**src/rtl/ps2_scan_receiver_if.sv**
```systemverilog
`default_nettype none
// ============================================================================
// Module      : ps2_scan_receiver_if
// Description : Bundle of the PS/2 receive lines and the scan-code consumer
//               handshake for ps2_scan_receiver.
//   PS2_CLK    raw PS/2 clock from the keyboard (asynchronous)
//   PS2_DAT    raw PS/2 data from the keyboard (asynchronous)
//   read       one-cycle pop request from the consumer
//   scan_ready FIFO non-empty
//   scan_code  FIFO head (show-ahead), valid while scan_ready=1
//   frame_err  one-cycle pulse on parity/stop error or inter-bit timeout
//   overflow   sticky, a good frame was dropped on a full FIFO
//   modport slave  : the receiver
//   modport master : keyboard lines plus scan-code consumer
// Revision    : 1.0 - initial release
// ============================================================================
interface ps2_scan_receiver_if;
  logic       PS2_CLK;
  logic       PS2_DAT;
  logic       read;
  logic       scan_ready;
  logic [7:0] scan_code;
  logic       frame_err;
  logic       overflow;

  modport slave (
    input  PS2_CLK,
    input  PS2_DAT,
    input  read,
    output scan_ready,
    output scan_code,
    output frame_err,
    output overflow
  );

  modport master (
    output PS2_CLK,
    output PS2_DAT,
    output read,
    input  scan_ready,
    input  scan_code,
    input  frame_err,
    input  overflow
  );
endinterface
`default_nettype wire

```
**src/rtl/ps2_scan_receiver.sv**
```systemverilog
`default_nettype none
// ============================================================================
// Module      : ps2_scan_receiver
// Description : PS/2 device-to-host receiver. Synchronizes and glitch-filters
//               PS2_CLK, deframes 11-bit frames (start, 8 data LSB first, odd
//               parity, stop) on falling edges of the filtered clock, checks
//               parity/stop, aborts stalled frames after an inter-bit timeout
//               and buffers good scan codes in a show-ahead FIFO.
// Parameters  : FIFO_DEPTH     scan-code buffer entries (power of 2, >= 2)
//               FILTER_LEN     equal samples needed to accept a PS2_CLK change
//               TIMEOUT_CYCLES CLOCK_50 cycles without a falling edge that
//                              abort a partial frame
// Ports       : CLOCK_50  in  system clock, sole clock domain
//               resetn    in  asynchronous reset, active low
//               bus       ps2_scan_receiver_if.slave
//                 PS2_CLK/PS2_DAT in, read in,
//                 scan_ready/scan_code/frame_err/overflow out
// Revision    : 1.0 - initial release
// ============================================================================
module ps2_scan_receiver #(
  parameter int FIFO_DEPTH     = 4,
  parameter int FILTER_LEN     = 8,
  parameter int TIMEOUT_CYCLES = 10000
) (
  input  logic                 CLOCK_50,
  input  logic                 resetn,
  ps2_scan_receiver_if.slave   bus
);

  // --------------------------------------------------------------------------
  // Widths and constants
  // --------------------------------------------------------------------------
  localparam int c_PTR_W = (FIFO_DEPTH > 1) ? $clog2(FIFO_DEPTH) : 1;
  localparam int c_CNT_W = $clog2(FIFO_DEPTH + 1);
  localparam int c_FLT_W = (FILTER_LEN > 1) ? $clog2(FILTER_LEN + 1) : 1;
  localparam int c_TO_W  = $clog2(TIMEOUT_CYCLES + 1);

  localparam logic [c_CNT_W-1:0] c_FULL     = c_CNT_W'(FIFO_DEPTH);
  localparam logic [c_FLT_W-1:0] c_FLT_LAST = c_FLT_W'(FILTER_LEN - 1);
  localparam logic [c_TO_W-1:0]  c_TO_LAST  = c_TO_W'(TIMEOUT_CYCLES - 1);

  localparam logic [1:0] c_IDLE   = 2'd0;
  localparam logic [1:0] c_DATA   = 2'd1;
  localparam logic [1:0] c_PARITY = 2'd2;
  localparam logic [1:0] c_STOP   = 2'd3;

  // --------------------------------------------------------------------------
  // Input synchronizers; idle bus level is high
  // --------------------------------------------------------------------------
  logic r_clk_s1, r_clk_s2;
  logic r_dat_s1, r_dat_s2;

  always_ff @(posedge CLOCK_50 or negedge resetn) begin
    if (!resetn) begin
      r_clk_s1 <= 1'b1;
      r_clk_s2 <= 1'b1;
      r_dat_s1 <= 1'b1;
      r_dat_s2 <= 1'b1;
    end else begin
      r_clk_s1 <= bus.PS2_CLK;
      r_clk_s2 <= r_clk_s1;
      r_dat_s1 <= bus.PS2_DAT;
      r_dat_s2 <= r_dat_s1;
    end
  end

  // --------------------------------------------------------------------------
  // Clock glitch filter. The counter tracks how many consecutive synchronized
  // samples have disagreed with the current filtered level; since the input
  // is a single bit, disagreeing samples are necessarily identical to each
  // other, so reaching FILTER_LEN of them accepts the new level.
  // --------------------------------------------------------------------------
  logic               r_fclk;
  logic               r_fclk_d;
  logic [c_FLT_W-1:0] r_flt_cnt;
  logic               w_strobe;

  always_ff @(posedge CLOCK_50 or negedge resetn) begin
    if (!resetn) begin
      r_fclk    <= 1'b1;
      r_fclk_d  <= 1'b1;
      r_flt_cnt <= '0;
    end else begin
      r_fclk_d <= r_fclk;
      if (r_clk_s2 == r_fclk) begin
        r_flt_cnt <= '0;
      end else if (r_flt_cnt == c_FLT_LAST) begin
        r_fclk    <= r_clk_s2;
        r_flt_cnt <= '0;
      end else begin
        r_flt_cnt <= r_flt_cnt + c_FLT_W'(1);
      end
    end
  end

  // One-cycle strobe on the falling edge of the filtered clock
  assign w_strobe = r_fclk_d & ~r_fclk;

  // --------------------------------------------------------------------------
  // Frame FSM and inter-bit timeout
  // --------------------------------------------------------------------------
  logic [1:0]        r_state;
  logic [2:0]        r_bitcnt;
  logic [7:0]        r_shift;
  logic              r_parity;
  logic [c_TO_W-1:0] r_to_cnt;
  logic              r_frame_err;
  logic              w_timeout;
  logic              w_stop_ok;
  logic              w_push;
  logic              w_frame_bad;

  // A strobe in the same cycle always wins over the timeout: the bit arrived.
  assign w_timeout = (r_state != c_IDLE) && !w_strobe && (r_to_cnt == c_TO_LAST);

  // Odd parity over data plus parity bit, and a high stop bit
  assign w_stop_ok   = r_dat_s2 & (^{r_shift, r_parity});
  assign w_push      = w_strobe && (r_state == c_STOP) && w_stop_ok;
  assign w_frame_bad = w_strobe && (r_state == c_STOP) && !w_stop_ok;

  always_ff @(posedge CLOCK_50 or negedge resetn) begin
    if (!resetn) begin
      r_to_cnt <= '0;
    end else if ((r_state == c_IDLE) || w_strobe || w_timeout) begin
      r_to_cnt <= '0;
    end else begin
      r_to_cnt <= r_to_cnt + c_TO_W'(1);
    end
  end

  always_ff @(posedge CLOCK_50 or negedge resetn) begin
    if (!resetn) begin
      r_state  <= c_IDLE;
      r_bitcnt <= 3'd0;
      r_shift  <= 8'h00;
      r_parity <= 1'b0;
    end else if (w_timeout) begin
      r_state  <= c_IDLE;
      r_bitcnt <= 3'd0;
      r_shift  <= 8'h00;
    end else if (w_strobe) begin
      case (r_state)
        c_IDLE: begin
          // A high level here is not a start bit; stay put silently
          if (!r_dat_s2) begin
            r_state  <= c_DATA;
            r_bitcnt <= 3'd0;
          end
        end
        c_DATA: begin
          r_shift  <= {r_dat_s2, r_shift[7:1]};
          r_bitcnt <= r_bitcnt + 3'd1;
          if (r_bitcnt == 3'd7) begin
            r_state <= c_PARITY;
          end
        end
        c_PARITY: begin
          r_parity <= r_dat_s2;
          r_state  <= c_STOP;
        end
        default: begin
          r_state <= c_IDLE;
        end
      endcase
    end
  end

  always_ff @(posedge CLOCK_50 or negedge resetn) begin
    if (!resetn) begin
      r_frame_err <= 1'b0;
    end else begin
      r_frame_err <= w_frame_bad | w_timeout;
    end
  end

  // --------------------------------------------------------------------------
  // Show-ahead FIFO
  // --------------------------------------------------------------------------
  logic [7:0]         r_mem [FIFO_DEPTH];
  logic [c_PTR_W-1:0] r_wr_ptr;
  logic [c_PTR_W-1:0] r_rd_ptr;
  logic [c_CNT_W-1:0] r_count;
  logic               r_overflow;
  logic               w_full;
  logic               w_empty;
  logic               w_pop;
  logic               w_wr;
  logic               w_drop;

  assign w_full  = (r_count == c_FULL);
  assign w_empty = (r_count == '0);
  assign w_pop   = bus.read && !w_empty;
  // A pop in the same cycle frees the slot, so a full FIFO still accepts
  assign w_wr    = w_push && (!w_full || w_pop);
  assign w_drop  = w_push && w_full && !w_pop;

  always_ff @(posedge CLOCK_50) begin
    if (w_wr) begin
      r_mem[r_wr_ptr] <= r_shift;
    end
  end

  always_ff @(posedge CLOCK_50 or negedge resetn) begin
    if (!resetn) begin
      r_wr_ptr   <= '0;
      r_rd_ptr   <= '0;
      r_count    <= '0;
      r_overflow <= 1'b0;
    end else begin
      if (w_wr) begin
        r_wr_ptr <= r_wr_ptr + c_PTR_W'(1);
      end
      if (w_pop) begin
        r_rd_ptr <= r_rd_ptr + c_PTR_W'(1);
      end
      case ({w_wr, w_pop})
        2'b10:   r_count <= r_count + c_CNT_W'(1);
        2'b01:   r_count <= r_count - c_CNT_W'(1);
        default: r_count <= r_count;
      endcase
      if (w_drop) begin
        r_overflow <= 1'b1;
      end
    end
  end

  // --------------------------------------------------------------------------
  // Outputs; the head is forced to zero while empty so that the memory,
  // which carries no reset, never shows through.
  // --------------------------------------------------------------------------
  assign bus.scan_ready = !w_empty;
  assign bus.scan_code  = w_empty ? 8'h00 : r_mem[r_rd_ptr];
  assign bus.frame_err  = r_frame_err;
  assign bus.overflow   = r_overflow;

endmodule
`default_nettype wire

```
**src/flat_wrapper.sv**
```systemverilog
// flat-port wrapper written by rule: the top's interface ports become plain ports
module ps2_scan_receiver_flat 
#(
  parameter int FIFO_DEPTH     = 4,
  parameter int FILTER_LEN     = 8,
  parameter int TIMEOUT_CYCLES = 10000
)
  (CLOCK_50, resetn, bus_PS2_CLK, bus_PS2_DAT, bus_read, bus_scan_ready, bus_scan_code, bus_frame_err, bus_overflow);
  ps2_scan_receiver_if bus_i ();
  input  logic CLOCK_50;
  input  logic resetn;
  input wire logic [$bits(bus_i.PS2_CLK)-1:0] bus_PS2_CLK;
  input wire logic [$bits(bus_i.PS2_DAT)-1:0] bus_PS2_DAT;
  input wire logic [$bits(bus_i.read)-1:0] bus_read;
  output wire logic [$bits(bus_i.scan_ready)-1:0] bus_scan_ready;
  output wire logic [$bits(bus_i.scan_code)-1:0] bus_scan_code;
  output wire logic [$bits(bus_i.frame_err)-1:0] bus_frame_err;
  output wire logic [$bits(bus_i.overflow)-1:0] bus_overflow;
  assign bus_i.PS2_CLK = bus_PS2_CLK;
  assign bus_i.PS2_DAT = bus_PS2_DAT;
  assign bus_i.read = bus_read;
  assign bus_scan_ready = bus_i.scan_ready;
  assign bus_scan_code = bus_i.scan_code;
  assign bus_frame_err = bus_i.frame_err;
  assign bus_overflow = bus_i.overflow;
  ps2_scan_receiver #(.FIFO_DEPTH(FIFO_DEPTH), .FILTER_LEN(FILTER_LEN), .TIMEOUT_CYCLES(TIMEOUT_CYCLES)) u_core (.CLOCK_50(CLOCK_50), .resetn(resetn), .bus(bus_i));
endmodule
```
**config.mk**
```make
export PLATFORM = sky130hd
export DESIGN_NAME = ps2_scan_receiver_flat
export DESIGN_NICKNAME = d
export VERILOG_FILES = /design/src/rtl/ps2_scan_receiver_if.sv /design/src/rtl/ps2_scan_receiver.sv /design/src/flat_wrapper.sv
export SDC_FILE = /design/constraint.sdc
export NUM_CORES = 1
export LEC_CHECK = 0
export CORE_MARGIN = 1
export CORE_UTILIZATION = 50
export CTS_BUF_LIST = sky130_fd_sc_hd__clkbuf_16
export DETAILED_ROUTE_END_ITERATION = 8
export PLACE_DENSITY = 0.79
export SYNTH_ARGS = -nofsm -noshare
export SYNTH_HDL_FRONTEND = slang
export SYNTH_SLANG_ARGS = --single-unit
```
**constraint.sdc**
```tcl
create_clock -name CLOCK_50 -period 5.8 [get_ports CLOCK_50]
set_input_delay 1.45 -clock CLOCK_50 [delete_from_list [all_inputs] [get_ports CLOCK_50]]
set_output_delay 1.45 -clock CLOCK_50 [all_outputs]
set_load 0.01 [all_outputs]
```
======== Yosys cells after proc, flatten, opt, wreduce, memory -nomap -nowiden ========
Memory sizes are Yosys's and may differ from the RTL's.
Cells that the tools add are included.
storage, ports and cells
  word-level logic and storage cells ...... 92
  register bits ........................... 47
  memory bits (writable) .................. 32
  input port bits ......................... 5
  memories ................................ 1
memory list
  memory        depth  width  read ports  clocked after memory_dff  wr ports  RTL line                  RTL
  u_core.r_mem  4      8      1           0                         1         ps2_scan_receiver.sv:179  logic [7:0] r_mem [FIFO_DEPTH];
cells by class
  reductions and logical operators ........ 30
  equality and inequality tests ........... 12
  multiplexer cells ....................... 19
  bitwise logic cells ..................... 6
  $add $sub $neg .......................... 7
operator list
  cell                                                  count
  two-way mux 8 bit                                     4
  adder 14 x 1 -> 14 bit (second input constant)        1
  equality test 14 bit (second input constant)          1
  two-way mux 14 bit                                    1
  one-hot mux 3 bit (2 select lines)                    2
  logical AND 1 bit                                     9
  two-way mux 3 bit                                     3
  AND reduction 3 bit                                   3
  parity 9 bit                                          1
  two-way mux 2 bit                                     4
  two-way mux 4 bit                                     2
  nonzero test 2 bit                                    4
  adder 3 x 1 -> 3 bit (second input constant)          2
  equality test 2 bit (second input constant)           3
  equality test 3 bit (second input constant)           2
  one-hot mux 2 bit (3 select lines)                    1
  logical NOT 1 bit                                     5
  adder 2 x 1 -> 2 bit (second input constant)          2
  adder 4 x 1 -> 4 bit (second input constant)          1
  equality test 2 x 1 -> 1 bit (second input constant)  2
  equality test 4 x 3 -> 1 bit (second input constant)  1
  AND reduction 2 bit                                   2
  logical NOT 3 bit                                     1
  logical OR 1 bit                                      3
  10 further kinds                                      14

======== Depth between registers and ports, before layout ========
Gate-level depths: netlist of run 1.
  depth in word-level cells ............... 7
  mapped depth ............................ 11
  gate-level depth less buffers ........... 11

======== Worst setup path after synthesis of run 1 ========
Ideal clock, no wire load.
  path type ............................... input port to flip-flop
  start ................................... input bus_read
  end ..................................... register u_core.r_count[2]
  slack ................................... 2371 ps
  arrival ................................. 3349 ps
  library setup time ...................... 79 ps
  stages .................................. 10
  path through ............................ or4b_2 nand3_1 mux2i_4 inv_1 ha_1 inv_1 fa_1 xor2_1 nor2_1 xor2_1
on the way
  cells in the longest elaborated chain, start to end .. 5
RTL lines
  element                                                                   RTL line                  RTL
  from (decl)                                                               flat_wrapper.sv:14        input wire logic [$bits(bus_i.read)-1:0] bus_read;
  logical AND 1 bit *                                                       ps2_scan_receiver.sv:192  assign w_pop = bus.read && !w_empty;
  logical OR 1 bit                                                          ps2_scan_receiver.sv:194  assign w_wr = w_push && (!w_full || w_pop);
  logical AND 1 bit                                                         ps2_scan_receiver.sv:194
  equality test 2 x 1 -> 1 bit or equality test 2 bit (tied branches)       ps2_scan_receiver.sv:216  case ({w_wr, w_pop})
  one-hot mux 3 bit (2 select lines) or nonzero test 2 bit (tied branches)  -
  to (signal assigned)                                                      ps2_scan_receiver.sv:217  2'b10: r_count <= r_count + c_CNT_W'(1);
  to (signal assigned)                                                      ps2_scan_receiver.sv:218  2'b01: r_count <= r_count - c_CNT_W'(1);
  to (signal assigned)                                                      ps2_scan_receiver.sv:219  default: r_count <= r_count;
  to (decl)                                                                 ps2_scan_receiver.sv:182  logic [c_CNT_W-1:0] r_count;
Mark *: on every way between the ends. The rest lies on a longest branch, timed or not.
A chain may end at the register's enable or synchronous reset.

======== Worst setup path after layout of run 1 ========
  start ................................... register u_core.r_rd_ptr[0]
  end ..................................... output bus_scan_code[0]
on the way
  cells in the longest elaborated chain, start to end .. 2
RTL lines
  element                  RTL line                  RTL
  from (decl)              ps2_scan_receiver.sv:181  logic [c_PTR_W-1:0] r_rd_ptr;
  from (signal assigned)   ps2_scan_receiver.sv:214  r_rd_ptr <= r_rd_ptr + c_PTR_W'(1);
  memory read (4 x 8 bit)  -
  two-way mux 8 bit        ps2_scan_receiver.sv:232  assign bus.scan_code = w_empty ? 8'h00 : r_mem[r_rd_ptr];
  to (decl)                flat_wrapper.sv:16        output wire logic [$bits(bus_i.scan_code)-1:0] bus_scan_code;
Every way passes these cells.

==> summary.md, run 1 <==
| Metric | Value |
|---|---|
| Status | completed |
| Post-synthesis async set-or-reset flop share | 59.5% |
| DP Worst Slack | 1810 ps |
| Critical path fanouts, max | 10 |
| Actual slew at the worst max-slew pin | 1030 ps |
| PwrDens | 413 nW/um^2 |
| Ant. Diodes | 0 |
| PortBufs | 15 |
| Crit. End Element | output port |
| First drt pass iteration count | 4 |
| Final min period | 3700 ps |
| Final setup violating endpoints | 0 |
| Drt total wl | 5.27 mm |
| Hold buffers post-CTS | 0 |
| Netlist cell types | 48 |
| Leakage power | 1.67 nW |
| Critical Path Start | u_core.r_rd_ptr[0] |
| Postcts setup bufs | 0 |
| Grt total ovfl | 0 |
| DR WL/cell | 14.0 um |
| Clock power frac | 31.6% |
| Residual DRC | 0 |
| Most frequent cells in the layout | 41 x dfrtp_1, 32 x edfxtp_1, 26 x nor2_1 |
| Synth Instances | 253 |
| Die Width | 86.3 um |
| Num rows | 30 |
| Hold/Removal Path Class | flop to flop |
| Min-delay src | u_core.r_dat_s1 |
| Worst r2r src | u_core.r_shift[7] |
| Root Driver | clkbuf_16 |
| CP arrival | 2250 ps |
| Startpoint Class | flop |
| Post-route ant nets | 0 |
| Post-placement cell area | 3790 um^2 |
| Final std cells w/o fill | 375 |
| Final Skew | 6.73 ps |
| Number of synthesis warnings | 0 |
| CTS tree | built |
| Initial antenna violation count | 0 |
| Switching share of power | 28.4% |
| H-tree levels | 3 |
| CTS buffer count | 9 |
| Gpl congestion | 0.770 |
| # clock sinks | 79 |
| Register Area | 2140 um^2 |
| Max Cap Violations | 0 |
| Tot Pwr | 1.68 mW |
| Crit share post-route | 63.8% |
| Ports | 16 |
| P_int | 1.20 mW |
| First-pass GRT wire length | 9.16 mm |
| Via count | 1896 |
| RSZ-0062 raised after global routing | false |
| Rel. slew slack | 31.1% |
| Fraction of layout cells with a size suffix above 1 | 14.7% |
| DR iter-0 viols | 73 |
| CTS clk-pin slew, worst paths | 60 ps |
| Ys flop type | dfrtp_1 |
| Post-CTS sizing | 0 |
| Critical path class | flop to output port |
| Placed insts | 359 |
| Finished Cell Area | 4070 um^2 |
| Initial Util | 52.0% |
| Largest net degree at the start of global routing | 48 |
| Core box area | 6830 um^2 |
| P&R area growth vs syn | 14.6% |
| Vias/cell | 5.06 |
| Total GRT Usage | 16.6% |
| Fin worst setup slack | 2100 ps |
| Post-synth EDFFs | 32 |
| Vias in the first global route | 1975 |
| Die area | 7450 um^2 |
| Synthesized net count | 272 |
| Fillers | 542 |
| Post-Syn Area | 3550 um^2 |
| Final Hold Viols | 0 |
| Switch Pwr | 0.477 mW |
| Dpl hpwl | 3.58 mm |
| #FFs+latches synth | 79 |
| Logic pwr share | 24.7% |
| Max Fclk | 270 MHz |
| Seq pwr share | 43.7% |
| Mean post-synth cell area | 14.1 um^2 |
| Final Max Slew Viols | 0 |
| CP required | 4350 ps |
| Register area share after synthesis | 60.3% |
| Setup TNS | 0 ps |
| Chip height | 86.3 um |
| Multi-input logic area | 1340 um^2 |
| # nets final | 293 |
| Clk_lat worst skew | 330 ps |
| Clk buf depth | 2 |
| Max VDD drop | 218 uV |
| Most common cell after layout, fill and taps aside | dfrtp_1 |
## flip-flops by register name, summed over array words and instances (netlist names), 3 cells and up
register          cells
u_core.r_bitcnt       3
u_core.r_count        3
u_core.r_flt_cnt      4
u_core.r_mem         32
u_core.r_shift        8
u_core.r_to_cnt      14
## metrics by stage
| step | hold slack, ps | utilization (%) |
|---|---|---|
| global placement | 346 | 55.5 |
| detailed placement | 347 | 55.5 |
| CTS | 355 | 59.6 |
| floorplan | 345 | - |
| finish | 354 | 59.6 |
| global route | 359 | 59.6 |
## area by class of cell
class	count	share of cell area [%]
clock buffers	9	5.53
flip-flops and latches	79	52.7
clock inverters	7	1.44
multi-input cells	159	32.9
inverters	10	0.922
well taps	96	2.95
repair buffers	15	3.56
## per-layer routing
metal	GRT usage [%]	wire [um]
met1	21.9	2630
met4	7.27	80
met3	5.14	137
met2	25.5	2420
met5	0	0
## Yosys cell counts (2+ instances only)
cell type  instances  area [um^2]
dfrtp_1           41         1030
edfxtp_1          32          961
nor2_1            26         97.6
and2_1            15         93.8
xnor2_1           14          123
ha_1              13          163
inv_1             10         37.5
mux2i_1            9         90.1
nand2_1            9         33.8
mux4_2             8          180
xor2_1             8         70.1
dfstp_2            6          158
nand3_1            5         25.0
a21oi_1            4         20.0
or3_1              4         25.0
mux2_2             3         33.8
nand4_1            3         18.8
nor3_1             3         15.0
o21ai_0            3         15.0
a22o_1             2         17.5
a32o_1             2         20.0
and3_1             2         12.5
clkbuf_1           2         7.51
nand2b_1           2         12.5
nor2b_1            2         12.5
nor4_1             2         12.5
xnor3_1            2         45.0
## power by group through the flow
stage / combinational, mW / clock, mW / sequential, mW
after detailed placement: 0.420 / 0 / 0.745
after global placement: 0.409 / 0 / 0.742
after CTS: 0.422 / 0.545 / 0.735
after global routing: 0.461 / 0.569 / 0.747
after floorplan: 0.340 / 0 / 0.701
final: 0.415 / 0.531 / 0.735
## critical path, cell delays in order (launching register included)
cell	delay (ps)
dfrtp_1	710
mux4_2	580
and2_1	160
clkdlybuf4s50_1	470
## path summary, 6_finish.rpt
kind | to | slack (ps) | cells after the start
min | u_core.r_dat_s2 | 350 | 0
max reg2reg | u_core.r_count[2] | 3140 | 10
max | bus_scan_code[0] | 2100 | 3
min reg2reg | u_core.r_dat_s2 | 350 | 0
min in group asynchronous | u_core.r_count[1] | 1300 | 1
max in group asynchronous | u_core.r_parity | 3850 | 1
## cell families after synthesis
group | after synthesis | synth area share, %
flops | 79 | 60.3
buf+inv | 15 | 1.94
simple gates | 83 | 13.0
mux | 22 | 9.61
fa+ha+maj | 14 | 5.14
xor+xnor | 24 | 6.69
compound gates | 16 | 3.27
Note: power is estimated with default switching activity, not from simulation.
==> inputs of run 2 (changes only) <==
==> constraint.sdc (replaced) <==
create_clock -name CLOCK_50 -period 3.85 [get_ports CLOCK_50]
set_input_delay 0.9625 -clock CLOCK_50 [delete_from_list [all_inputs] [get_ports CLOCK_50]]
set_output_delay 0.9625 -clock CLOCK_50 [all_outputs]
set_load 0.01 [all_outputs]
==> run 2 against run 1 <==
  * Final area is the same
  * Final cell count is the same
  * Via count grew 2.3%
  * Sequential power grew 51%
  * Highest routed layer unchanged
  * Largest power group unchanged
  * Global-route usage grew 0.36 points
  * Critical path depth is the same
  * Clock power grew 52%
  * Sequential cell count is the same
==> summary.md, run 2 (synthesis results as in run 1) <==
| Metric | Value |
|---|---|
| Gpl congestion | 0.770 (about the same) |
| Die Width | 86.3 um (unchanged) |
| Hold/Removal Path Class | flop to flop |
| RSZ-0062 raised after global routing | false |
| # clock sinks | 79 (unchanged) |
| Ant. Diodes | 0 (unchanged) |
| PwrDens | 621 nW/um^2 (+50%) |
| Crit. End Element | output port |
| DP Worst Slack | 348 ps (-1460 ps) |
| Post-CTS sizing | 0 (unchanged) |
| Fin worst setup slack | 626 ps (-1480 ps) |
| Max FFs per register | 32 (unchanged) |
| Clk_lat worst skew | 330 ps (about the same) |
| Final Max Slew Viols | 0 (unchanged) |
| Final std cells w/o fill | 375 (unchanged) |
| Fraction of layout cells with a size suffix above 1 | 14.7% (unchanged) |
| Max VDD drop | 327 uV (+50%) |
| CTS clk-pin slew, worst paths | 60 ps (about the same) |
| Vias in the first global route | 1992 (+0.86%) |
| Ports | 16 (unchanged) |
| DR iter-0 viols | 67 (-8.2%) |
| P&R area growth vs syn | 14.6% (unchanged) |
| Placed insts | 359 (unchanged) |
| # nets final | 293 (unchanged) |
| Total GRT Usage | 17.0% (+0.36 points) |
| First-pass GRT wire length | 9.25 mm (+0.98%) |
| Num rows | 30 (unchanged) |
| Postcts setup bufs | 0 (unchanged) |
| Final setup violating endpoints | 0 (unchanged) |
| Startpoint Class | flop |
| Setup TNS | 0 ps (unchanged) |
| PortBufs | 15 (unchanged) |
| CTS buffer count | 9 (unchanged) |
| Critical path class | flop to output port |
| H-tree levels | 3 (unchanged) |
| First drt pass iteration count | 5 (+1) |
| CP arrival | 2260 ps (about the same) |
| CTS tree | built |
| Drt total wl | 5.32 mm (+1.1%) |
| Root Driver | clkbuf_16 |
| Final min period | 3220 ps |
| Most common cell after layout, fill and taps aside | dfrtp_1 |
| Critical path fanouts, max | 10 (unchanged) |
| Initial antenna violation count | 0 (unchanged) |
| Actual slew at the worst max-slew pin | 1020 ps (-15.3 ps) |
| DR WL/cell | 14.2 um (+1.1%) |
| Leakage power | 1.65 nW (-1.0%) |
| Clk buf depth | 2 (unchanged) |
| Final Hold Viols | 0 (unchanged) |
| Die area | 7450 um^2 (unchanged) |
| Final Skew | 7.36 ps (+0.622 ps) |
| Crit share post-route | 83.8% |
| Status | completed |
| Hold buffers post-CTS | 0 (unchanged) |
| Biggest regs | u_core.r_mem (32), u_core.r_to_cnt (14), u_core.r_shift (8) |
| Rel. slew slack | 32.1% (+1.0 points) |
| Largest net degree at the start of global routing | 48 (unchanged) |
| Vias/cell | 5.17 (+2.3%) |
| CP required | 2890 ps (-1460 ps) |
| Initial Util | 52.0% (unchanged) |
| Final Util | 59.6% (unchanged) |
| Most frequent cells in the layout | 41 x dfrtp_1, 32 x edfxtp_1, 26 x nor2_1 |
| Post-route ant nets | 0 (unchanged) |
| Chip height | 86.3 um (unchanged) |
| Max Cap Violations | 0 (unchanged) |
| Grt total ovfl | 0 (unchanged) |
| Largest register by flop count | u_core.r_mem |
| Dpl hpwl | 3.57 mm (-0.23%) |
| Core box area | 6830 um^2 (unchanged) |
| Max Fclk | 310 MHz |
| Via count | 1940 (+2.3%) |
| Residual DRC | 0 (unchanged) |
-- run 2: cell counts in the layout (fill, tap and decap cells not counted) --
Identical to the previous run, type by type.
-- run 2: final timing paths --
| check | startpoint | end | slack (ps) | depth (start not counted) |
|---|---|---|---|---|
| worst max-delay path | u_core.r_rd_ptr[0] | bus_scan_code[6] | 630 | 3 |
| worst min-delay path | u_core.r_clk_s1 | u_core.r_clk_s2 | 360 | 0 |
| worst max register to register | u_core.r_shift[7] | u_core.r_count[2] | 1190 | 10 |
| worst min register to register | u_core.r_clk_s1 | u_core.r_clk_s2 | 360 | 0 |
| max in group asynchronous | resetn | u_core.r_bitcnt[0] | 2410 | 1 |
| min in group asynchronous | resetn | u_core.r_count[1] | 800 | 1 |
-- run 2: worst max-delay path, cell delays in order, from the launching register on --
cell             delay [ps]
dfrtp_1                 710
mux4_2                  580
and2_1                  170
clkdlybuf4s50_1         470
-- run 2: through the flow --
| step | area, um^2 | hold slack [ps] | power, mW |
|---|---|---|---|
| final | 4070 | 355 | 2.53 |
| after detailed placement | 3790 | 349 | 1.75 |
| after global routing | 4070 | 357 | 2.67 |
| after CTS | 4070 | 355 | 2.56 |
| after floorplan | 3550 | 345 | 1.56 |
| after global placement | 3790 | 346 | 1.72 |
-- run 2: layer usage --
layer | vias to the layer above | global-route usage, % | routed length [um]
met5 | - | 0 | 0
met4 | 0 | 9.55 | 136
met3 | 11 | 4.57 | 143
met2 | 29 | 26.3 | 2490
met1 | 954 | 21.8 | 2560
li1 | 946 | - | -
-- run 2: report_power, final --
group,leakage (nW),total [mW],switching [mW],internal (mW)
Clock,0.145,0.806,0.314,0.492
Combinational,0.635,0.613,0.281,0.332
Sequential,0.872,1.11,0.128,0.981
Total,1.65,2.53,0.723,1.80
-- run 2: cell type report --
class / count / area [um^2]
inverter: 10 / 37.5
tap: 96 / 120
multi-input combinational: 159 / 1340
clock inverter: 7 / 58.8
clock buffer: 9 / 225
sequential: 79 / 2140
fill: 554 / 2760
timing repair buffer: 15 / 145
==> inputs of run 3 (changes only) <==
--- a/config.mk
+++ b/config.mk
@@ -9,7 +9,7 @@
 export CORE_UTILIZATION = 50
 export CTS_BUF_LIST = sky130_fd_sc_hd__clkbuf_16
 export DETAILED_ROUTE_END_ITERATION = 8
-export PLACE_DENSITY = 0.79
+export PLACE_DENSITY = 0.82
 export SYNTH_ARGS = -nofsm -noshare
 export SYNTH_HDL_FRONTEND = slang
 export SYNTH_SLANG_ARGS = --single-unit
==> constraint.sdc (replaced) <==
create_clock -name CLOCK_50 -period 2.7 [get_ports CLOCK_50]
set_input_delay 0.675 -clock CLOCK_50 [delete_from_list [all_inputs] [get_ports CLOCK_50]]
set_output_delay 0.675 -clock CLOCK_50 [all_outputs]
set_load 0.01 [all_outputs]
==> run 3 against run 2 <==
  * Wire length up 5.9%
  * Sequential power increased by 41%
  * Die area is the same
  * Via count is 4.0% higher
  * Global-route usage rose by 0.95 points
  * Final area is 5.2% higher
  * Worst setup slack got worse by 540 ps
  * Clock-buffer cell count unchanged
  * Sequential share of layout area is 2.5 points lower
  * Register-to-register slack got worse by 1000 ps
  * Critical endpoint unchanged
==> summary.md, run 3 (synthesis results as in run 1) <==
| Metric | Value |
|---|---|
| Status | completed |
| CP required | 2030 ps (-860 ps) |
| CP arrival | 1940 ps (-320 ps) |
| Vias/cell | 5.21 (+0.80%) |
| Fillers | 533 (-3.8%) |
| PortBufs | 15 (unchanged) |
| Crit share post-route | 96.9% |
| Seq pwr share | 42.2% (-1.7 points) |
| Crit. End Element | output port |
| First-pass GRT wire length | 9.96 mm (+7.8%) |
| Max Fclk | 382 MHz |
| Gpl congestion | 0.783 (+1.6%) |
| Largest net degree at the start of global routing | 48 (unchanged) |
| Multi-input logic area | 1380 um^2 (+2.6%) |
| DR iter-0 viols | 91 (+36%) |
| Critical path fanouts, max | 9 (-1) |
| Vias in the first global route | 2106 (+5.7%) |
| P&R area growth vs syn | 20.6% |
| Chip height | 86.3 um (unchanged) |
| # nets final | 305 (+4.1%) |
| Die area | 7450 um^2 (unchanged) |
| Via count | 2018 (+4.0%) |
| Final Hold Viols | 0 (unchanged) |
| Grt total ovfl | 0 (unchanged) |
| Clk buf depth | 2 (unchanged) |
| Drt total wl | 5.64 mm (+5.9%) |
| Switch Pwr | 1.06 mW (+47%) |
| Initial Util | 52.0% (unchanged) |
| Final min period | 2620 ps |
| PwrDens | 863 nW/um^2 (+39%) |
| Critical path class | flop to output port |
| Root Driver | clkbuf_16 |
| Residual DRC | 0 (unchanged) |
| Post-route ant nets | 0 (unchanged) |
| Final Skew | 6.44 ps (-0.914 ps) |
| H-tree levels | 3 (unchanged) |
| Core box area | 6830 um^2 (unchanged) |
| Register Area | 2150 um^2 (+0.17%) |
| # clock sinks | 79 (unchanged) |
| Switching share of power | 28.7% (+0.056 points) |
| Logic pwr share | 26.5% (+2.3 points) |
| Fraction of layout cells with a size suffix above 1 | 21.6% (+7.0 points) |
| Total GRT Usage | 17.9% (+0.95 points) |
| P_int | 2.64 mW (+46%) |
| Biggest regs | u_core.r_mem (32), u_core.r_to_cnt (14), u_core.r_shift (8) |
| Startpoint Class | flop |
| Max FFs per register | 32 (unchanged) |
| Hold/Removal Path Class | flop to flop |
| Clock power frac | 31.4% (-0.5 points) |
| Initial antenna violation count | 0 (unchanged) |
| Ports | 16 (unchanged) |
| Die Width | 86.3 um (unchanged) |
| Clk_lat worst skew | 330 ps (about the same) |
| Max VDD drop | 430 uV (+31%) |
| Leakage power | 1.76 nW (+6.6%) |
| Largest register by flop count | u_core.r_mem |
| Final Util | 62.7% (+3.1 points) |
| Max Cap Violations | 0 (unchanged) |
| Ant. Diodes | 0 (unchanged) |
| Rel. slew slack | 60.6% (+29 points) |
| CTS clk-pin slew, worst paths | 60 ps (about the same) |
| Tot Pwr | 3.70 mW (+46%) |
| Final Max Slew Viols | 0 (unchanged) |
| First drt pass iteration count | 4 (-1) |
| Final setup violating endpoints | 0 (unchanged) |
| Most common cell after layout, fill and taps aside | dfrtp_1 |
| Dpl hpwl | 3.89 mm (+8.9%) |
| Actual slew at the worst max-slew pin | 590 ps (-428 ps) |
| Most frequent cells in the layout | 38 x dfrtp_1, 32 x edfxtp_1, 26 x nor2_1 |
| Hold buffers post-CTS | 0 (unchanged) |
| CTS tree | built |
| DR WL/cell | 14.6 um (+2.6%) |
| CTS buffer count | 9 (unchanged) |
| Num rows | 30 (unchanged) |
==> run 3: cell types whose count changed in the layout (fill, tap and decap cells not counted), sizes merged <==
cell / before / now
clkinv: 3 / 2
buf: 1 / 13
inv: 12 / 11
clkinvlp: 1 / 3
clkdlybuf4s50: 14 / 8
dlymetal6s2s: 0 / 6
==> run 3: power by group through the flow <==
stage	logic (mW)	clock network [mW]	registers, mW
finish	0.979	1.16	1.56
detailed placement	0.901	0	1.61
global placement	0.869	0	1.59
CTS	0.998	1.19	1.55
global route	1.09	1.23	1.59
floorplan	0.720	0	1.50
==> run 3: cell type report <==
type / count / area share (%)
Sequential cell: 79 / 50.1
Multi-Input combinational cell: 159 / 32.1
Timing Repair Buffer: 27 / 7.30
Clock buffer: 9 / 5.26
Tap cell: 96 / 2.80
Clock inverter: 7 / 1.52
Inverter: 10 / 0.876
==> run 3: repair_timing <==
action / CTS / global route
hold endpoints to repair: 0 / 0
resized for setup: 5 / 12
setup endpoints to repair: 9 / 9
buffers inserted: 2 / 0
pin swaps: 1 / 1
==> run 3: worst max-delay path: stages, from the launching register on <==
cell	delay (ps)
dfrtp_2	370
buf_12	140
mux4_2	480
and2_1	160
clkdlybuf4s50_1	470
==> run 3: worst paths after layout <==
path,from,to,slack (ps),cells after the start
min,u_core.r_clk_s1,u_core.r_clk_s2,360,0
min reg2reg,u_core.r_clk_s1,u_core.r_clk_s2,360,0
max,u_core.r_rd_ptr[0],bus_scan_code[6],80,4
max reg2reg,u_core.r_shift[0],u_core.r_count[2],160,10
max in group asynchronous,resetn,u_core.r_shift[3],1830,2
min in group asynchronous,resetn,u_core.r_count[2],430,2
==> run 3: metal layers <==
metal / vias up / routed length, um / GRT usage (%)
li1: 968 / - / -
met1: 1010 / 2560 / 22.9
met2: 30 / 2810 / 28.4
met3: 10 / 157 / 4.86
met4: 0 / 106 / 8.79
met5: - / 0 / 0
==> run 3: metrics by stage <==
| step | setup slack [ps] | cells | TNS [ps] | area [um^2] | hold WS [ps] |
|---|---|---|---|---|---|
| final | 83.4 | 387 | 0 | 4290 | 357 |
| after floorplan | 46.3 | 253 | 0 | 3550 | 345 |
| after global routing | -1.31 | 387 | -1.31 | 4290 | 365 |
| after global placement | -362 | 369 | -534 | 3910 | 347 |
| after CTS | 20.4 | 387 | 0 | 4250 | 357 |
| after detailed placement | -488 | 369 | -700 | 3910 | 347 |
==> RTL edit 1, RTL diff (config.mk and constraints of run 3) <==
`FILTER_LEN` is set to 8 in 2 places; all go to 16.
--- a/src/rtl/ps2_scan_receiver.sv
+++ b/src/rtl/ps2_scan_receiver.sv
@@ -20,5 +20,5 @@
 module ps2_scan_receiver #(
   parameter int FIFO_DEPTH     = 4,
-  parameter int FILTER_LEN     = 8,
+  parameter int FILTER_LEN     = 16,
   parameter int TIMEOUT_CYCLES = 10000
 ) (
--- a/src/flat_wrapper.sv
+++ b/src/flat_wrapper.sv
@@ -3,5 +3,5 @@
 #(
   parameter int FIFO_DEPTH     = 4,
-  parameter int FILTER_LEN     = 8,
+  parameter int FILTER_LEN     = 16,
   parameter int TIMEOUT_CYCLES = 10000
 )
Check against the original RTL: no difference found for any inputs over 10 cycles, from zero or initial values and one cycle with resetn low; that may be too few to reach the edited logic, so the function may still have changed.
==> RTL edit 1 against run 3 <==
  * Critical path depth increased by 6
  * Power shrank 13%
  * Area after synthesis grew 1.0%
  * Critical path type is now reg -> reg
  * Setup slack improved by 0.11 ns
  * Sequential cell count increased by 1
  * Design area increased by 2.1%
  * Core utilization increased by 0.99 points
  * Largest cell class unchanged
  * Wire length grew 6.2%
  * Cell count rose by 1.6%
==> RTL edit 1: results (changes against run 3) <==
drt pass-1 iters=4 (unchanged); IO Port Bufs=15 (unchanged); Yosys cell types=45 (-6.3%); top post-synthesis cells by area=dfrtp_1 (29%), edfxtp_1 (27%), mux4_2 (5.0%), ha_1 (4.5%), dfstp_2 (4.4%); diode count=0 (unchanged); gr usage total=18.3% (+0.36 points); share of layout cells above drive strength 1=21.2% (-0.44 points); maximum fanout along the worst path=6 (-3); worst hold path type=reg -> reg; top flop regs=u_core.r_mem x32, u_core.r_to_cnt x14, u_core.r_shift x8; Routed Wire Length=5.99 mm (+6.2%); Post-synth EDFFs=32 (unchanged); dpl hpwl=3.85 mm (-1.0%); Clock Path Buffers=2 (unchanged); root buf cell=clkbuf_16; leakage power=1.95 nW (+11%); Crit path arrival time=2.77 ns (+0.83 ns); Post-synth top flop=dfrtp_1; clk_skew=0.00852 ns (+0.00208 ns); Layout fillers=505 (-5.3%); Post-synth top cells=dfrtp_1 (42), edfxtp_1 (32), nor2_1 (30); VDD IR max=0.353 mV (-18%); DR WL/cell=15.2 µm (+4.6%); dpl cells=376 (+1.9%); Worst-Margin Slew=0.596 ns (+0.00525 ns); vias in the first global route=2180 (+3.5%); global route overflow=0 (unchanged); NetSw=0.768 mW (-28%); CTS buffer count=9 (unchanged); largest net degree at the start of global routing=49 (+2.1%); H-tree depth=3 (unchanged); Via Count=2054 (+1.8%); initial DRC count=89 (-2.2%); post-synthesis sequential area ratio=60.4% (+0.087 points); Async SR Flop Fraction=60.0% (+0.51 points); initial antenna violation count=0 (unchanged); outcome=completed; Final GP Congestion=0.795 (+1.6%); syn_area_per_cell=14.0 µm² (-0.55%); Post-layout nets=311 (+2.0%); post-synth net total=276 (+1.5%); first-pass GRT wire length=10.2 mm (+1.9%); worst-skew pair later-pin latency=0.34 ns; Worst-path clk slew=0.06 ns (about the same); post-place setup slack=-0.494 ns (-0.00615 ns); Syn. warnings=0 (unchanged)
-- RTL edit 1: final cells by class --
cell class / count / area share, %
flip-flops and latches: 80 / 49.6
inverters: 13 / 1.11
well taps: 96 / 2.74
multi-input cells: 159 / 31.6
repair buffers: 29 / 7.58
clock buffers: 9 / 5.15
clock inverters: 7 / 2.17
-- RTL edit 1: logic make-up (layout without fill, tap and decap cells) --
family	count (synthesis)	count (layout)	share of synthesized area [%]
DFF	80	80	60.4
AOI/OAI and AO/OA	12	12	2.68
adders and majority gates	14	14	5.09
muxes	22	22	9.41
buffers and inverters	18	58	2.16
xor gates and xnor gates	27	27	7.35
and+or+nand+nor	84	84	12.9
-- RTL edit 1: power groups by stage --
stage	clock network [mW]	logic [mW]	registers (mW)
global route	1.36	0.575	1.40
detailed placement	0	0.514	1.40
global placement	0	0.487	1.40
floorplan	0	0.332	1.36
CTS	1.30	0.542	1.40
finish	1.28	0.524	1.40
-- RTL edit 1: per-stage QoR --
stage | cell area (µm²) | total power, mW
6_report | 4380 | 3.20
2_1_floorplan | 3590 | 1.69
3_5_place_dp | 3990 | 1.92
3_3_place_gp | 3990 | 1.89
5_1_grt | 4380 | 3.34
4_1_cts | 4340 | 3.24
-- RTL edit 1: timing repair --
item                       4_1_cts  5_1_grt
pin swaps                        1        3
buffers inserted                 1        0
setup endpoints to repair        9        8
gates resized for setup          7       11
-- RTL edit 1: layer usage --
layer  wire (µm)  part of all wire [%]  global-route usage (%)
met1        2610                    44                    22.2
met2        3070                    51                    30.7
met3         137                   2.3                    3.33
met4         171                   2.9                    10.5
met5           0                     0                       0
-- RTL edit 1: worst paths after layout --
| path | slack [ns] | cells after the start | endpoint | start |
|---|---|---|---|---|
| worst max-delay path | 0.19 | 10 | u_core.r_count[2]$_DFFE_PN0P_ | u_core.r_shift[0]$_DFFE_PN0P_ |
| max in group asynchronous | 1.84 | 2 | u_core.r_rd_ptr[0]$_DFFE_PN0P_ | resetn |
| worst max register to register | 0.19 | 10 | u_core.r_count[2]$_DFFE_PN0P_ | u_core.r_shift[0]$_DFFE_PN0P_ |
| worst min-delay path | 0.36 | 0 | u_core.r_dat_s2$_DFF_PN1_ | u_core.r_dat_s1$_DFF_PN1_ |
| worst min register to register | 0.36 | 0 | u_core.r_dat_s2$_DFF_PN1_ | u_core.r_dat_s1$_DFF_PN1_ |
| min in group asynchronous | 0.43 | 2 | u_core.r_to_cnt[13]$_DFF_PN0_ | resetn |
-- RTL edit 1: critical path, cell delays in order, from the launching register on --
cell	delay, ns
dfrtp_1	0.44
xnor2_1	0.23
xnor3_1	0.45
mux2i_4	0.23
inv_1	0.06
ha_2	0.17
inv_1	0.06
fa_2	0.39
xor2_1	0.15
nor2_1	0.11
xor2_1	0.15
==> RTL edit 2, RTL diff (flow settings as in run 3) <==
Made on the original files. Make the reset (`resetn`) synchronous in 6 clocked blocks. Comments in the files are not updated.
--- a/src/rtl/ps2_scan_receiver.sv
+++ b/src/rtl/ps2_scan_receiver.sv
@@ -51,5 +51,5 @@
   logic r_dat_s1, r_dat_s2;
 
-  always_ff @(posedge CLOCK_50 or negedge resetn) begin
+  always_ff @(posedge CLOCK_50) begin
     if (!resetn) begin
       r_clk_s1 <= 1'b1;
@@ -76,5 +76,5 @@
   logic               w_strobe;
 
-  always_ff @(posedge CLOCK_50 or negedge resetn) begin
+  always_ff @(posedge CLOCK_50) begin
     if (!resetn) begin
       r_fclk    <= 1'b1;
@@ -119,5 +119,5 @@
   assign w_frame_bad = w_strobe && (r_state == c_STOP) && !w_stop_ok;
 
-  always_ff @(posedge CLOCK_50 or negedge resetn) begin
+  always_ff @(posedge CLOCK_50) begin
     if (!resetn) begin
       r_to_cnt <= '0;
@@ -129,5 +129,5 @@
   end
 
-  always_ff @(posedge CLOCK_50 or negedge resetn) begin
+  always_ff @(posedge CLOCK_50) begin
     if (!resetn) begin
       r_state  <= c_IDLE;
@@ -166,5 +166,5 @@
   end
 
-  always_ff @(posedge CLOCK_50 or negedge resetn) begin
+  always_ff @(posedge CLOCK_50) begin
     if (!resetn) begin
       r_frame_err <= 1'b0;
@@ -201,5 +201,5 @@
   end
 
-  always_ff @(posedge CLOCK_50 or negedge resetn) begin
+  always_ff @(posedge CLOCK_50) begin
     if (!resetn) begin
       r_wr_ptr   <= '0;
Behaviour: no difference found for any inputs over 10 cycles, from zero or initial values and one cycle with resetn low; that may be too few to reach the edited logic, so the function may still have changed.
==> RTL edit 2 against run 3 <==
  * Sequential cell count grew 2
  * Wire length is essentially flat
  * Via count grew 5.5%
  * Design area shrank 5.8%
  * Non-clock buffer count shrank 5
  * Area after synthesis shrank 2.2%
  * Setup slack lost 0.0056 ns
  * First-iteration DRC count grew 9.9%
  * Die area shrank 2.1%
  * Fmax shrank 0.21%
  * Critical path depth is the same
Power is not compared: it rests on default switching activity, and its combinational part moved more than twofold at a synthesized area within 25%.
==> RTL edit 2: results (changes against run 3) <==
Routed Wire Length=5.63 mm (about the same); worst-skew pair later-pin latency=0.33 ns (about the same); Final min period=2.62 ns (+0.00564 ns); Yosys cell types=41 (-15%); Worst-path clk slew=0.06 ns (about the same); outcome=completed; Worst path max stage delay=0.50 ns (+0.02 ns); root buf cell=clkbuf_16; H-tree depth=3 (unchanged); largest net degree at the start of global routing=22 (-54%); Final GP Congestion=0.810 (+3.5%); leakage power=1.56 nW; first-pass GRT wire length=9.32 mm (-6.4%); dpl hpwl=3.95 mm (+1.8%); slew margin rel.=63.8% (+3.2 points); Crit path arrival time=1.95 ns; Hold-fix buffers, CTS=0 (unchanged); max reg flops=32 (unchanged); vias in the first global route=2045 (-2.9%); Async SR Flop Fraction=0% (-59 points); clk_skew=0.00566 ns (-0.000785 ns); Worst path top cell family by delay=buffers and inverters; IO Port Bufs=15 (unchanged); initial DRC count=100 (+9.9%); gr usage total=16.9% (-1.0 points); post-place setup slack=0.0597 ns (+0.548 ns); Clock Path Buffers=2 (unchanged); Syn. warnings=0 (unchanged); top post-synthesis cells by area=dfxtp_1 (28%), edfxtp_1 (28%), mux4_2 (5.2%), ha_1 (4.3%), nor2_1 (3.3%); CTS buffer count=9 (unchanged); Via Count=2129 (+5.5%); maximum fanout along the worst path=8 (-1); Post-synth top cells=dfxtp_1 (49), edfxtp_1 (32), nor2_1 (31); drt pass-1 iters=4 (unchanged); Post-layout nets=337 (+10%); share of layout cells above drive strength 1=12.7% (-9.0 points); post-synthesis sequential area ratio=55.8% (-4.5 points); diode count=0 (unchanged); critical path's slowest cell=mux4_2; VDD IR max=0.384 mV; post-synth net total=316 (+16%)
## RTL edit 2: changes by cell type after synthesis, moves of 3 or more
cell / run 3 / this run
dfxtp_1: 0 / 49
dfrtp_1: 41 / 0
nand2_1: 9 / 28
nand3_1: 5 / 14
clkbuf_1: 2 / 10
a21oi_1: 4 / 10
dfstp_2: 6 / 0
nand2b_1: 2 / 7
nor2_1: 26 / 31
xnor2_1: 14 / 9
xor2_1: 8 / 13
and2_2: 1 / 5
mux2_2: 3 / 0
## RTL edit 2: path summary, 6_finish.rpt
path | endpoint | depth (start not counted) | from | slack, ns
worst max register to register | u_core.r_count[2]$_SDFFE_PN0P_ | 8 | u_core.r_shift[1]$_SDFFE_PP0P_ | 0.23
worst max-delay path | bus_scan_code[7] | 4 | flop | 0.08
worst min register to register | u_core.r_dat_s2$_SDFF_PN1_ | 1 | u_core.r_dat_s1$_SDFF_PN1_ | 0.40
worst min-delay path | u_core.r_dat_s2$_SDFF_PN1_ | 1 | u_core.r_dat_s1$_SDFF_PN1_ | 0.40
## RTL edit 2: timing repair
item                       CTS  global route
setup buffers                0             0
setup endpoints to repair    0             7
gates resized for setup      0             2
## RTL edit 2: per-layer routing
metal / wire length [µm] / part of all wire [%] / vias to the layer above / GRT usage [%]
li1: - / - / 1079 / -
met1: 2560 / 46 / 1008 / 20.2
met5: 0 / 0 / - / 0
met4: 128 / 2.3 / 0 / 9.85
met3: 137 / 2.4 / 10 / 3.79
met2: 2800 / 50 / 32 / 28.2
## RTL edit 2: power by group
| group | internal, mW | switching (mW) |
|---|---|---|
| Sequential | 1.29 | 0.0213 |
| Clock | 0.714 | 0.459 |
| Combinational | 0.127 | 0.121 |
| Total | 2.13 | 0.601 |
## RTL edit 2: logic make-up (layout without fill, tap and decap cells)
kind of cell               count (synthesis)  after routing  share of synthesized area (%)
and+or+nand+nor                          120            120                           17.5
adders and majority gates                 13             13                           4.89
muxes                                     19             19                           8.82
buffers and inverters                     22             48                           2.45
AOI/OAI and AO/OA                         19             19                           3.53
xor gates and xnor gates                  24             24                           6.94
DFF                                       81             81                           55.8
## RTL edit 2: through the flow
step | util (%) | power, mW | instances | hold slack [ns] | cell area [µm²]
final | 59.7 | 2.73 | 404 | 0.403 | 4040
after CTS | 59.6 | 2.75 | 404 | 0.404 | 4030
after floorplan | - | 1.51 | 298 | 0.386 | 3480
after detailed placement | 55.2 | 1.59 | 388 | 0.391 | 3730
after global placement | 55.2 | 1.58 | 388 | 0.388 | 3730
after global routing | 59.7 | 2.84 | 404 | 0.433 | 4040
## RTL edit 2: area by class of cell
type,count,area [µm²],area share [%]
timing repair buffer,22,209,5.18
multi-input combinational,195,1450,35.9
tap,80,100,2.48
inverter,10,37.5,0.930
clock inverter,7,72.6,1.80
sequential,81,1940,48.1
clock buffer,9,225,5.58
